==> config.mk <==
export PLATFORM = sky130hd
export DESIGN_NAME = multi_roi_centroid
export DESIGN_NICKNAME = d
export VERILOG_FILES = /design/src/rtl/multi_roi_centroid.sv
export SDC_FILE = /design/constraint.sdc
export NUM_CORES = 1
export LEC_CHECK = 0
export CORE_ASPECT_RATIO = 0.8
export CORE_MARGIN = 2
export CORE_UTILIZATION = 62
export DETAILED_ROUTE_END_ITERATION = 7
export GPL_ROUTABILITY_DRIVEN = 1
export HOLD_SLACK_MARGIN = 0.08
export PLACE_DENSITY = 0.8
export SYNTH_ARGS = -nofsm -noshare
export SYNTH_HDL_FRONTEND = slang
export SYNTH_SLANG_ARGS = --single-unit
==> constraint.sdc <==
create_clock -name clk -period 19.09 [get_ports clk]
set_clock_uncertainty 0.1 [all_clocks]
set_input_delay 2.8635 -clock clk [delete_from_list [all_inputs] [get_ports clk]]
set_output_delay 2.8635 -clock clk [all_outputs]
set_load 0.01 [all_outputs]
==> src/rtl/multi_roi_centroid.sv <==
// Per-band edge centroid for the bottom NUM_ROI bands of the frame, with one shared serial divider.
// Optional SOF_RESYNC_EN adds a sof input that realigns the pixel position to x=0, y=0.
module multi_roi_centroid #(
  parameter int IMG_W       = 640,
  parameter int IMG_H       = 480,
  parameter int PIX_W       = 4,
  parameter int NUM_ROI     = 4,
  parameter int ROI_HEIGHT  = 32,
  parameter int THRESHOLD   = 2,
  parameter int MIN_COUNT   = 8,
  parameter int LOST_FRAMES = 3
) (
  input  logic                   clk,
  input  logic                   rst,
  input  logic [PIX_W-1:0]       pixel_in,
  input  logic                   in_ready,
`ifdef SOF_RESYNC_EN
  input  logic                   sof,
`endif
  output logic [11*NUM_ROI-1:0]  centroid_x,
  output logic [NUM_ROI-1:0]     roi_valid,
  output logic                   line_valid,
  output logic                   line_lost,
  output logic                   frame_done,
  output logic                   busy,
  output logic                   overrun
);

  localparam int XW    = (IMG_W > 1) ? $clog2(IMG_W) : 1;
  localparam int YW    = (IMG_H > 1) ? $clog2(IMG_H) : 1;
  localparam int SUM_W = $clog2(IMG_W * IMG_W * ROI_HEIGHT);
  localparam int CNT_W = 15;
  localparam int CX_W  = 11;
  localparam int RW    = (SUM_W > CNT_W + CX_W - 1) ? SUM_W : CNT_W + CX_W - 1;
  localparam int KW    = (NUM_ROI > 1) ? $clog2(NUM_ROI) : 1;
  localparam int MW    = $clog2(LOST_FRAMES + 1);

  localparam logic [XW-1:0]   X_LAST   = XW'(IMG_W - 1);
  localparam logic [YW-1:0]   Y_LAST   = YW'(IMG_H - 1);
  localparam logic [KW-1:0]   K_LAST   = KW'(NUM_ROI - 1);
  localparam logic [MW-1:0]   M_MAX    = MW'(LOST_FRAMES);
  localparam logic [3:0]      I_LAST   = 4'(CX_W - 1);
  localparam logic [CX_W-1:0] CX_RESET = CX_W'(IMG_W / 2);

  typedef enum logic [2:0] {IDLE, LOAD, DIV, STORE, DONE} state_t;

  state_t             state_q, state_d;
  logic [XW-1:0]      xPos_q, xPos_d, curX;
  logic [YW-1:0]      yPos_q, yPos_d, curY;
  logic               resync, lastPix, isEdge, clearAcc, startDiv;
  logic               frameEnd_q;
  logic [NUM_ROI-1:0] addEn;
  logic [SUM_W-1:0]   sum_q [NUM_ROI];
  logic [SUM_W-1:0]   sum_d [NUM_ROI];
  logic [CNT_W-1:0]   cnt_q [NUM_ROI];
  logic [CNT_W-1:0]   cnt_d [NUM_ROI];
  logic [SUM_W-1:0]   snapSum_q [NUM_ROI];
  logic [CNT_W-1:0]   snapCnt_q [NUM_ROI];
  logic [KW-1:0]      band_q, band_d;
  logic [3:0]         iter_q, iter_d;
  logic [RW-1:0]      rem_q, rem_d, den_q, den_d;
  logic [CX_W-1:0]    quo_q, quo_d;
  logic [CX_W-1:0]    cent_q [NUM_ROI];
  logic [CX_W-1:0]    cent_d [NUM_ROI];
  logic [NUM_ROI-1:0] roiValid_q, roiValid_d;
  logic [MW-1:0]      miss_q, miss_d;
  logic               lineLost_q, lineLost_d;

  always_comb begin
`ifdef SOF_RESYNC_EN
    resync = in_ready && sof;
`else
    resync = 1'b0;
`endif
    curX    = resync ? '0 : xPos_q;
    curY    = resync ? '0 : yPos_q;
    lastPix = in_ready && (curX == X_LAST) && (curY == Y_LAST);
    isEdge  = (pixel_in >= PIX_W'(THRESHOLD));
    xPos_d  = xPos_q;
    yPos_d  = yPos_q;
    if (in_ready) begin
      if (curX == X_LAST) begin
        xPos_d = '0;
        yPos_d = (curY == Y_LAST) ? '0 : curY + YW'(1);
      end else begin
        xPos_d = curX + XW'(1);
        yPos_d = curY;
      end
    end
    // A clear keeps the pixel of the same cycle, which already belongs to the new frame
    clearAcc = frameEnd_q || resync;
    startDiv = frameEnd_q && (state_q == IDLE);
    addEn    = '0;
    for (int k = 0; k < NUM_ROI; k++) begin
      addEn[k] = in_ready && isEdge &&
                 (int'(curY) >= IMG_H - (k + 1) * ROI_HEIGHT) &&
                 (int'(curY) <= IMG_H - k * ROI_HEIGHT - 1);
      sum_d[k] = clearAcc ? '0 : sum_q[k];
      cnt_d[k] = clearAcc ? '0 : cnt_q[k];
      if (addEn[k]) begin
        sum_d[k] = sum_d[k] + SUM_W'(curX);
        cnt_d[k] = cnt_d[k] + CNT_W'(1);
      end
    end
  end

  always_ff @(posedge clk or posedge rst) begin
    if (rst) begin
      xPos_q     <= '0;
      yPos_q     <= '0;
      frameEnd_q <= 1'b0;
      for (int k = 0; k < NUM_ROI; k++) begin
        sum_q[k]     <= '0;
        cnt_q[k]     <= '0;
        snapSum_q[k] <= '0;
        snapCnt_q[k] <= '0;
      end
    end else begin
      xPos_q     <= xPos_d;
      yPos_q     <= yPos_d;
      frameEnd_q <= lastPix;
      for (int k = 0; k < NUM_ROI; k++) begin
        sum_q[k] <= sum_d[k];
        cnt_q[k] <= cnt_d[k];
        if (startDiv) begin
          snapSum_q[k] <= sum_q[k];
          snapCnt_q[k] <= cnt_q[k];
        end
      end
    end
  end

  // Every band takes the full LOAD/DIV/STORE path so frame latency never depends on data
  always_comb begin
    state_d    = state_q;
    band_d     = band_q;
    iter_d     = iter_q;
    rem_d      = rem_q;
    den_d      = den_q;
    quo_d      = quo_q;
    cent_d     = cent_q;
    roiValid_d = roiValid_q;
    miss_d     = miss_q;
    lineLost_d = lineLost_q;
    unique case (state_q)
      IDLE: begin
        band_d = '0;
        if (startDiv) state_d = LOAD;
      end
      LOAD: begin
        rem_d   = RW'(snapSum_q[band_q]);
        den_d   = RW'(snapCnt_q[band_q]) << (CX_W - 1);
        quo_d   = '0;
        iter_d  = '0;
        state_d = DIV;
      end
      DIV: begin
        if (rem_q >= den_q) begin
          rem_d = rem_q - den_q;
          quo_d = {quo_q[CX_W-2:0], 1'b1};
        end else begin
          quo_d = {quo_q[CX_W-2:0], 1'b0};
        end
        den_d  = den_q >> 1;
        iter_d = iter_q + 4'd1;
        if (iter_q == I_LAST) state_d = STORE;
      end
      STORE: begin
        if (snapCnt_q[band_q] >= CNT_W'(MIN_COUNT)) begin
          cent_d[band_q]     = quo_q;
          roiValid_d[band_q] = 1'b1;
        end else begin
          roiValid_d[band_q] = 1'b0;
        end
        if (band_q == K_LAST) begin
          band_d  = '0;
          state_d = DONE;
          if (roiValid_d[0]) miss_d = '0;
          else if (miss_q != M_MAX) miss_d = miss_q + MW'(1);
          lineLost_d = (miss_d == M_MAX);
        end else begin
          band_d  = band_q + KW'(1);
          state_d = LOAD;
        end
      end
      DONE: state_d = IDLE;
      default: state_d = IDLE;
    endcase
  end

  always_ff @(posedge clk or posedge rst) begin
    if (rst) begin
      state_q    <= IDLE;
      band_q     <= '0;
      iter_q     <= '0;
      rem_q      <= '0;
      den_q      <= '0;
      quo_q      <= '0;
      roiValid_q <= '0;
      miss_q     <= '0;
      lineLost_q <= 1'b0;
      for (int k = 0; k < NUM_ROI; k++) cent_q[k] <= CX_RESET;
    end else begin
      state_q    <= state_d;
      band_q     <= band_d;
      iter_q     <= iter_d;
      rem_q      <= rem_d;
      den_q      <= den_d;
      quo_q      <= quo_d;
      roiValid_q <= roiValid_d;
      miss_q     <= miss_d;
      lineLost_q <= lineLost_d;
      for (int k = 0; k < NUM_ROI; k++) cent_q[k] <= cent_d[k];
    end
  end

  for (genvar k = 0; k < NUM_ROI; k++) begin : g_pack
    assign centroid_x[CX_W*k +: CX_W] = cent_q[k];
  end

  assign roi_valid  = roiValid_q;
  assign line_valid = roiValid_q[0];
  assign line_lost  = lineLost_q;
  assign frame_done = (state_q == DONE);
  assign busy       = (state_q != IDLE);
  assign overrun    = frameEnd_q && (state_q != IDLE);

endmodule
==> implementation parameters <==
Parameter                              Value

Drt
  Wire length reported by the detailed router ... 53270 um
  First-pass iteration count of the detailed router ... 7
  Antenna viol nets, final ... 0
  Detailed-route via count ... 16000
  Drc violations ... 0
  First DRT Iteration DRCs ... 1336
  Mean routed wirelength per cell ... 20.45 um
  Number of vias per cell ... 6.140

Global routing
  Initial antenna violation count ... 0
  Total global routing overflow ... 0
  Pin count of the biggest net entering global routing ... 192
  Number of global-route vias before repair ... 16100
  Global routing usage summed across all routing layers ... 28.37%
  First-pass GRT wire length ... 86930 um

Place
  Gpl congestion ... 0.9048
  Worst setup slack before clock tree synthesis ... 12.79 ns
  Count of buffers from port buffering ... 58
  Post-detailed-placement half-perimeter wirelength ... 35760 um

Clocking
  Clock insertion delay at the later pin of the skew report ... 0.56 ns
  Clock tree from TritonCTS ... yes
  Clock input transition at the sequential cells of the worst setup and hold paths ... 0.06 ns
  Maximum level of the CTS H-tree ... 2
  Clock root buffer ... sky130_fd_sc_hd__clkbuf_16
  Number of buffers created by CTS ... 45
  Bufs on Longest Clock Path ... 3
  Setup repair bufs after CTS ... 0
  Hold buffer count at CTS ... 0
  Number of clock sinks ... 453
  Cts repair resizes ... 0

Hold path
  Cells on Worst Hold Path ... 1
  Hold WC Path Type ... reg2reg

Cells and area
  Share of layout cells above drive strength 1 ... 17.99%
  Layout area overhead ... 10.71%
  Antenna Cells ... 0
  Net total in the final layout ... 2174
  Filler cells ... 2581

Floorplan
  Core area ... 0.03689 sq mm
  Number of placed I/O pins ... 60
  Cell Rows ... 63
  Die Area ... 0.03880 sq mm
  Initial Utilization ... 62.57%
  Vertical extent of the die ... 176.6 um
  Die W ... 219.7 um

Worst setup path
  CP Data Arrival Time ... 6.20 ns
  Slowest library cell on the worst path ... sky130_fd_sc_hd__nor2_1
  Worst stage delay on the critical path ... 0.95 ns
  Biggest fanout along the worst timing path ... 11
  Required time of the worst setup path ... 19.47 ns
  Cells along the critical path ... clkdlybuf4s50_1, o31a_1, o31ai_1, nor2_1, nand3_1, o211a_1, or4_1, a21oi_1
  Number of cells traversed by the worst register-to-register path ... 5
  Critical Path End Type ... flip-flop
  CP startpoint kind ... primary input
  Setup CP Type ... in2reg

Yosys
  Count of unique library cells instantiated by Yosys ... 80
  Most used flip-flop cell after synthesis ... sky130_fd_sc_hd__dfrtp_1
  EDFF count, synth ... 0
  Seq cells post-synth ... 453
  Post-synthesis cell area ... 0.02308 sq mm
  Synth top area cells ... sky130_fd_sc_hd__dfrtp_1 48%, sky130_fd_sc_hd__mux2_2 11%, sky130_fd_sc_hd__ha_1 4.2%, sky130_fd_sc_hd__xnor2_1 3.0%, sky130_fd_sc_hd__nand2_1 2.5%
  Number of warnings reported in the yosys synthesis log ... 0
  Most area-hungry cell type in the Yosys netlist ... sky130_fd_sc_hd__dfrtp_1
  Syn_area_per_cell ... 11.23 sq um
  Synth top area share ... 48.24%
  Post-Syn Instances ... 2056
  Syn nets ... 2146
  Ys async rst share ... 100.0%
  Seq/Total Area, Yosys ... 49.15%

Power and ir drop
  Sw frac ... 23.14%
  Internal ... 1.546 mW
  Net switching power ... 0.4656 mW
  Comb pwr share ... 5.1%
  Part of the power in the clock network ... 45.7%
  Reg power frac ... 49.2%
  Cell Pwr Density ... 78.73 mW/mm^2
  Peak VDD IR ... 58.04 uV
  Static Leak ... 12.12 nW

STA
  Worst-Margin Slew ... 1.234 ns
  Number of setup violations in the final report ... 0
  Achievable frequency ... 171.8 MHz
  Setup repair after global routing missed its margin ... no
  Sum of negative setup slack ... 0 ns
  Worst-case headroom to the max-slew limit ... 17.41%
  Setup WS post-layout ... 13.27 ns
  Tcrit/Tclk final ... 30.50%
  Final Hold Violating Endpoints ... 0
  Post-layout minimum cycle time ... 5.822 ns
  Slew Viols, Final ... 0

Flow run
  Max capacitance violation total ... 0

Outcome
  Status ... complete, no violations
==> critical path, delay by kind of cell <==
family	cells	cell delay [ns]
and+or+nand+nor	3	1.63
buffers and inverters	1	0.68
AOI/OAI and AO/OA	4	1.02
==> synthesized netlist by cell type (14+ instances only) <==
master                       n
sky130_fd_sc_hd__dfrtp_1   445
sky130_fd_sc_hd__mux2_2    224
sky130_fd_sc_hd__nand2_1   152
sky130_fd_sc_hd__nor2_1    150
sky130_fd_sc_hd__a21oi_1    89
sky130_fd_sc_hd__o21ai_0    88
sky130_fd_sc_hd__xnor2_1    79
sky130_fd_sc_hd__ha_1       78
sky130_fd_sc_hd__nor2b_1    77
sky130_fd_sc_hd__inv_1      71
sky130_fd_sc_hd__clkbuf_1   69
sky130_fd_sc_hd__xor2_1     63
sky130_fd_sc_hd__nand3_1    56
sky130_fd_sc_hd__nand4_1    39
sky130_fd_sc_hd__a21o_1     26
sky130_fd_sc_hd__mux4_2     25
sky130_fd_sc_hd__nand2b_1   25
sky130_fd_sc_hd__and3_1     22
sky130_fd_sc_hd__or3_1      18
sky130_fd_sc_hd__a31oi_1    16
sky130_fd_sc_hd__nor3_1     16
sky130_fd_sc_hd__buf_2      15
sky130_fd_sc_hd__mux4_1     14
==> path summary, 6_finish.rpt <==
kind                            from           end  slack [ns]
setup / recovery            in_ready     sum_q[94]       13.27
min in group asynchronous        rst      rem_q[3]        2.78
hold / removal             flip-flop     flip-flop        0.38
hold reg to reg            flip-flop     flip-flop        0.38
setup reg to reg            clearAcc  snapSum_q[8]       14.50
max in group asynchronous        rst     sum_q[10]       14.53
==> final cells by class <==
class	count	area, sq um	share of cell area [%]
Clock buffer	62	1280	5.009
Clock inverter	19	245.2	0.9597
Inverter	71	274.0	1.072
Multi-Input combinational cell	1435	11050	43.24
Sequential cell	453	11350	44.43
Tap cell	487	609.3	2.385
Timing Repair Buffer	78	743.2	2.908
==> layout by cell type, fill, tap and decap left out, types with 10 or more instances in the layout <==
| cell | synthesis | final |
|---|---|---|
| sky130_fd_sc_hd__or3_1 | 18 | 18 |
| sky130_fd_sc_hd__inv_1 | 71 | 70 |
| sky130_fd_sc_hd__o21ai_0 | 88 | 88 |
| sky130_fd_sc_hd__xor2_1 | 63 | 63 |
| sky130_fd_sc_hd__and3_1 | 22 | 22 |
| sky130_fd_sc_hd__ha_1 | 78 | 78 |
| sky130_fd_sc_hd__buf_4 | 2 | 19 |
| sky130_fd_sc_hd__a21oi_1 | 89 | 88 |
| sky130_fd_sc_hd__xnor2_1 | 79 | 79 |
| sky130_fd_sc_hd__nand4_1 | 39 | 39 |
| sky130_fd_sc_hd__mux4_2 | 25 | 25 |
| sky130_fd_sc_hd__and2_1 | 10 | 10 |
| sky130_fd_sc_hd__nand3_1 | 56 | 56 |
| sky130_fd_sc_hd__a22o_1 | 13 | 13 |
| sky130_fd_sc_hd__mux4_1 | 14 | 14 |
| sky130_fd_sc_hd__clkbuf_16 | 0 | 45 |
| sky130_fd_sc_hd__nor3_1 | 16 | 16 |
| sky130_fd_sc_hd__clkdlybuf4s50_1 | 0 | 58 |
| sky130_fd_sc_hd__dfrtp_1 | 445 | 442 |
| sky130_fd_sc_hd__nand2b_1 | 25 | 25 |
| sky130_fd_sc_hd__a31oi_1 | 16 | 16 |
| sky130_fd_sc_hd__o221ai_1 | 12 | 12 |
| sky130_fd_sc_hd__a21o_1 | 26 | 26 |
| sky130_fd_sc_hd__nor2_1 | 150 | 150 |
| sky130_fd_sc_hd__mux2_2 | 224 | 224 |
| sky130_fd_sc_hd__nor2b_1 | 77 | 77 |
| sky130_fd_sc_hd__nand2_1 | 152 | 152 |
==> sequential cells by signal, summed over array words and instances, names as in the netlist, named ones only <==
| name | flops |
|---|---|
| line_lost | 1 |
| cnt_q | 60 |
| sum_q | 96 |
| snapSum_q | 96 |
| curY | 9 |
| band_q | 2 |
| curX | 10 |
| roi_valid | 1 |
| den_q | 25 |
| clearAcc | 1 |
| quo_q | 11 |
| snapCnt_q | 60 |
| rem_q | 25 |
| centroid_x | 44 |
| miss_q | 2 |
| state_q | 3 |
| iter_q | 4 |
==> stage by stage <==
stage,util (%),cells,total power [mW],hold WS [ns],instance area [sq um]
2_1_floorplan,-,2056,1.079,0.3538,23080
6_report,69.27,2605,2.012,0.3774,25550
3_5_place_dp,65.13,2524,1.108,0.3656,24030
4_1_cts,69.27,2605,2.022,0.3787,25550
5_1_grt,69.27,2605,2.077,0.3849,25550
3_3_place_gp,65.13,2524,1.102,0.3624,24030
==> per-layer routing <==
| metal | global-route usage (%) | vias up | part of all wire [%] |
|---|---|---|---|
| met5 | 0 | - | 0 |
| met4 | 5.789 | 0 | 1.5 |
| met3 | 6.701 | 76 | 7.1 |
| met2 | 43.51 | 441 | 45 |
| met1 | 41.62 | 8106 | 46 |
| li1 | - | 7372 | - |
==> power groups by stage <==
stage | Combinational [mW] | Sequential, mW | Clock [mW]
after detailed placement | 0.102 | 1.01 | 0
final | 0.102 | 0.989 | 0.920
after global placement | 0.0968 | 1.01 | 0
after CTS | 0.103 | 0.988 | 0.930
after floorplan | 0.0815 | 0.998 | 0
after global routing | 0.118 | 0.990 | 0.970
==> logic make-up (layout without fill, tap and decap cells) <==
logic type,count (synthesis),in the layout,share of synthesized area [%]
multiplexers,272,272,15.44
XOR/XNOR,142,142,5.388
AND/OR/NAND/NOR,618,618,13.56
flip-flops,453,453,49.15
adder cells (fa/ha/maj),83,83,4.662
AO/OA/AOI/OAI,320,320,8.738
buffers and inverters,168,230,3.057
(Power assumes the default switching activity.)
